**src/rtl/rc5_dec_16bit.sv**
```systemverilog
// rc5_dec_16bit: 16-bit RC5 decryptor (8-bit half-words, one round) using the encryptor's fixed keys.
// Each round step takes one clock. Valid/ready handshakes sit on both the ciphertext side and the plaintext side.
module rc5_dec_16bit #(
    parameter logic [7:0] S0 = 8'h20,
    parameter logic [7:0] S1 = 8'h10,
    parameter logic [7:0] S2 = 8'hFF,
    parameter logic [7:0] S3 = 8'hFF
) (
    input  logic        clock,
    input  logic        reset,
    input  logic        in_valid,
    output logic        in_ready,
    input  logic [15:0] c_in,
    output logic        out_valid,
    input  logic        out_ready,
    output logic [15:0] p_out,
    output logic        busy,
    output logic [7:0]  blk_cnt
);
    typedef enum logic [2:0] {
        IDLE  = 3'd0,
        RND_B = 3'd1,
        RND_A = 3'd2,
        UNWHT = 3'd3,
        OUT   = 3'd4
    } state_t;

    state_t      state_q, state_d;
    logic [7:0]  a_q, a_d, b_q, b_d, cnt_q, cnt_d;
    logic [15:0] p_q, p_d;
    logic        out_valid_q, out_valid_d;

    // Rotating the doubled word means a shift of 0 naturally returns x unchanged.
    function automatic logic [7:0] rotr(input logic [7:0] x, input logic [2:0] n);
        logic [15:0] w;
        w = {x, x} >> n;
        return w[7:0];
    endfunction

    always_comb begin
        state_d     = state_q;
        a_d         = a_q;
        b_d         = b_q;
        p_d         = p_q;
        cnt_d       = cnt_q;
        out_valid_d = out_valid_q;
        case (state_q)
            IDLE: begin
                if (in_valid) begin
                    a_d     = c_in[15:8];
                    b_d     = c_in[7:0];
                    state_d = RND_B;
                end
            end
            RND_B: begin
                b_d     = rotr(b_q - S3, a_q[2:0]) ^ a_q;
                state_d = RND_A;
            end
            RND_A: begin
                a_d     = rotr(a_q - S2, b_q[2:0]) ^ b_q;
                state_d = UNWHT;
            end
            UNWHT: begin
                p_d         = {a_q - S0, b_q - S1};
                out_valid_d = 1'b1;
                state_d     = OUT;
            end
            OUT: begin
                if (out_ready) begin
                    out_valid_d = 1'b0;
                    cnt_d       = cnt_q + 8'd1;
                    state_d     = IDLE;
                end
            end
            default: begin
                out_valid_d = 1'b0;
                state_d     = IDLE;
            end
        endcase
    end

    always_ff @(posedge clock or negedge reset) begin
        if (!reset) begin
            state_q     <= IDLE;
            a_q         <= '0;
            b_q         <= '0;
            p_q         <= '0;
            cnt_q       <= '0;
            out_valid_q <= 1'b0;
        end else begin
            state_q     <= state_d;
            a_q         <= a_d;
            b_q         <= b_d;
            p_q         <= p_d;
            cnt_q       <= cnt_d;
            out_valid_q <= out_valid_d;
        end
    end

    // Gating with the state keeps out_valid low in any cycle spent in a corrupted encoding.
    assign in_ready  = (state_q == IDLE);
    assign busy      = (state_q != IDLE);
    assign out_valid = out_valid_q && (state_q == OUT);
    assign p_out     = p_q;
    assign blk_cnt   = cnt_q;
endmodule

```
**config.mk**
```make
export PLATFORM = sky130hd
export DESIGN_NAME = rc5_dec_16bit
export DESIGN_NICKNAME = d
export VERILOG_FILES = /design/src/rtl/rc5_dec_16bit.sv
export SDC_FILE = /design/constraint.sdc
export NUM_CORES = 1
export LEC_CHECK = 0
export CELL_PAD_IN_SITES_DETAIL_PLACEMENT = 1
export CELL_PAD_IN_SITES_GLOBAL_PLACEMENT = 2
export CORE_UTILIZATION = 36
export DETAILED_ROUTE_END_ITERATION = 12
export PLACE_DENSITY = 0.95
export REMOVE_ABC_BUFFERS = 1
export SLEW_MARGIN = 10
export SYNTH_ARGS = -nofsm -noshare
export SYNTH_HDL_FRONTEND = slang
export SYNTH_SLANG_ARGS = --single-unit
```
**constraint.sdc**
```tcl
create_clock -name clock -period 5.5 [get_ports clock]
set_input_delay 1.1 -clock clock [delete_from_list [all_inputs] [get_ports clock]]
set_output_delay 1.1 -clock clock [all_outputs]
set_load 0.005 [all_outputs]
```
# Word level (Yosys, flattened, before mapping)

Cells that the tools add are included.

Bits in registers: 44
Input port bits: 20

Add/subtract/negate cells: 5
Equality and inequality tests: 6
Shift operators: 2
Multiplexer cells: 9
Bitwise logic cells: 3
Reductions and logical operators: 11

Operator list:

| cell                  | count |
|---|---|
| $pmux W8 S2           | 2 |
| $shr A16 B3 Y8        | 2 |
| $mux W8               | 2 |
| $sub A8 B8 Y8 const B | 2 |
| $xor A8 B8 Y8         | 2 |
| $pmux W3 S5           | 1 |
| $reduce_and A2 Y1     | 5 |
| $add A8 B1 Y8 const B | 1 |
| $sub A8 B5 Y8 const B | 1 |
| $sub A8 B6 Y8 const B | 1 |
| $eq A3 B2 Y1 const B  | 2 |
| $mux W3               | 2 |
| $ne A2 B2 Y1 const B  | 2 |
| $reduce_bool A2 Y1    | 2 |
| $eq A3 B1 Y1 const B  | 1 |
| $eq A3 B3 Y1 const B  | 1 |
| $logic_not A3 Y1      | 1 |
| $pmux W1 S3           | 1 |
| $reduce_bool A3 Y1    | 1 |
| $reduce_or A3 Y1      | 1 |
| $logic_and A1 B1 Y1   | 1 |
| $mux W1               | 1 |
| $not A1 Y1            | 1 |

# Logic depth before layout (Yosys ltp)

Depth after elaboration: 4
Mapped depth: 9
Depth with buffers taken out: 7

# Worst setup path after synthesis

No wires, ideal clock.

Path type: input to register
From: input port in_valid
To: register a_q[2]
Setup time: 120 ps
Arrival: 2122 ps
Slack: 3258 ps
Cell stages on the path: 5
Path buffers: 0
Path through: o21ai_1 clkinv_1 nand3b_1 o21ai_0 a31o_2

Longest elaborated chain between the ends: 2

Ends and longest elaborated chain:

| item                               | line | RTL |
|---|---|---|
| start, declared                    | 11   | `input logic in_valid,` |
| $ne A2 B2 Y1 (no source line)      | n/a  |  |
| $reduce_and A2 Y1 (no source line) | n/a  |  |
| end signal, assigned               | 85   | `a_q <= '0;` |
| end signal, assigned               | 92   | `a_q <= a_d;` |
| end, declared                      | 29   | `logic [7:0] a_q, a_d, b_q, b_d, cnt_q, cnt_d;` |

No other way between the ends.
A chain may end at the register's enable or synchronous reset.

# Worst setup path in the final report

From: register state_q[1]
To: output port out_valid

Longest elaborated chain between the ends: 2

Ends and longest elaborated chain:

| item                   | line | RTL |
|---|---|---|
| start, declared        | 28   | `state_t state_q, state_d;` |
| start signal, assigned | 91   | `state_q <= state_d;` |
| $eq A3 B3 Y1           | 103  | `assign out_valid = out_valid_q && (state_q == OUT);` |
| $logic_and A1 B1 Y1    | 103  |  |
| end, declared          | 14   | `output logic out_valid,` |

No other way between the ends.

==> metrics <==
switch share 52.1%; final setup vio count 0; Rows 35; sequential area share after synthesis approximately 32%; first-pass GRT wire length roughly 18000 µm; Die Ht 99.5 µm; Worst Hold Margin 475 ps; minimum clock period slightly above 3000 ps; crit-path cells or3_1 -> nor2_1 -> clkdlybuf4s50_1; count of final hold-check violations 0; largest net degree at the start of global routing 45; DRC 0; CTS root buf clkbuf_8; Vias/cell 5.91; top_reg_cell synth dfrtp_1; placed cell count 559; Comb pwr share about 62%; Data arrival, critical path a little under 2000 ps; Worst-Margin Slew ~1100 ps; vias in the first global route ~3.4k; IO Pins 47; Clock Latency Late Sink 300 ps; Inserted Diodes 0; Reg power frac approximately 30%; Yosys top cell by area dfrtp_1; routed via count approximately 3.4k; GRT overflow 0; IO buf count between 40 and 50; cts bufs inserted 5; RSZ-0062 raised after global routing no; Yosys warning count 0; post-CTS resize count 0; Synth Cell Area about 0.0034 mm²; R2R depth 6; max-cap violations 0; post-DP HPWL slightly above 8000 µm; setup TNS 0 ps; CP endpoint kind output port; Synth Register Bits 44; final core occ a little over two fifths; share of cells above drive strength 1 under 10%; Buf+Inv Stages, Crit Path 1; Hold Crit Depth 1; clock skew between 10 and 15 ps; Avg Cell Area, Syn roughly 8.3 µm²; Die Span X slightly below 100 µm; drt first pass iters 4; P per Cell Area approximately 670 mW/mm²; Netlist cell types slightly below 70; clk buf depth 2; Layout Area Growth over Synthesis 16.1%; kind of critical path reg2out; core area between 0.009 and 0.01 mm²; post-synth top area share approximately a third; Pwr Total ~2700 µW; Clk pwr share 8.2%; post-CTS setup buffers 0; Detail Route Antenna Nets 0; Post-CTS Hold Buffers 0; number of flops mapped to enable cells by yosys 0; Starting Density between 30 and 40%; period utilization around 56%; die area 0.00990 mm²; initial antenna violation count 0; Total GRT Usage 22.8%; Syn Inst Count between 400 and 500; CP max-delay cell dfrtp_1; Finished Layout Cells around 570; Max Fanout on Critical Path 16; Worst path max stage delay between 500 and 600 ps; Final Max Slew Viols 0; RD Place Congestion 0.858; Crit path max-delay family simple AND/OR/NAND/NOR gates; NetSw 1390 µW; Critical Path Stages 3; Critical Path Source Type flip-flop; fraction of registers with async set or reset after synthesis 100%; Max Clock Freq 326 MHz; CTS sink count 44; CP required between 4000 and 5000 ps; Max-slew headroom about a quarter; CTS tree built; Area contributors post-synth dfrtp_1, xnor2_1, o21ai_0; total internal power around 1300 µW; VDD IR-drop max 0.200 mV; Final #Nets approximately 460; Hold WC Path Type reg2reg; static leakage 0.00158 µW; status finished, final reports clean; H-tree levels 2; Wirelength per Cell 19.4 µm; initial DRC count about 170; WL final roughly 11000 µm; CTS clk-pin slew, worst paths around 80 ps
final cells by class:
class / instances / area [µm²]
timing repair buffer: 48 / 470
sequential: 44 / 1100
inverter: 20 / 75.1
fill: 1124 / 5270
clock buffer: 7 / 86.3
multi-input combinational: 318 / 2070
tap: 129 / 161
clock inverter: 1 / 7.51
final timing paths:
| path | start | endpoint | slack [ps] |
|---|---|---|---|
| max in group asynchronous | reset | p_out[3] | 3880 |
| worst max register to register | b_q[2] | b_q[7] | 2580 |
| min in group asynchronous | reset | p_out[1] | 960 |
| worst min-delay path | blk_cnt[7] | blk_cnt[7] | 480 |
| worst min register to register | blk_cnt[7] | blk_cnt[7] | 480 |
| worst max-delay path | state_q[1] | out_valid | 2430 |
cell usage after synthesis (6+ instances only):
master and count:
a211oi_1 11, a21oi_1 15, buf_2 10, clkbuf_1 14, dfrtp_1 44, ha_1 7, inv_1 17, mux2_2 7
mux2i_1 6, nand2_1 35, nand3_1 23, nand4_1 9, nor2_1 30, nor3_1 25, o21ai_0 28, o221ai_1 6
or3_1 7, xnor2_1 18
stage by stage:
step	setup WS [ps]	area (µm²)
floorplan	3010	3250
global placement	2530	3880
detailed placement	2420	3880
CTS	2420	3970
global route	2320	3970
finish	2430	3970
power groups by stage:
stage	registers [µW]	clock network, µW	logic, µW
4_1_cts	790	221	1650
5_1_grt	819	234	1830
2_1_floorplan	725	0	1060
6_report	795	219	1660
3_3_place_gp	784	0	1570
3_5_place_dp	797	0	1640
flip-flops by register name, indices dropped and copies added (netlist names):
signal and count:
b_q 8, state_q 3, p_out 16, blk_cnt 8, out_valid_q 1, a_q 8
cells in the final DEF (no fill, tap or decap), drive strengths merged, types with 8 or more instances in the layout:
| cell | instances |
|---|---|
| inv | 18 |
| clkdlybuf4s50 | 45 |
| nand4 | 9 |
| a21oi | 15 |
| or3 | 8 |
| nor3 | 25 |
| nand2 | 35 |
| o21ai | 29 |
| a211oi | 12 |
| nand3 | 25 |
| dfrtp | 44 |
| xnor2 | 18 |
| nor2 | 30 |
routing by layer:
metal	vias up	wire, µm	part of all wire [%]	track usage (%)
met5	-	0	0	0
li1	1577	-	-	-
met3	12	463	4.2	2.04
met4	0	161	1.5	6.33
met1	1681	5100	46	31.3
met2	80	5300	48	38.5
cell families (layout without fill, tap and decap cells):
group,count (synthesis),after routing,synth area share [%]
buf+inv,52,76,7.35
fa+ha+maj,7,7,2.56
xor+xnor,23,23,5.89
mux,14,14,4.72
simple gates,167,167,25.4
compound gates,107,107,21.9
flops,44,44,32.2
(Power assumes the default switching activity.)
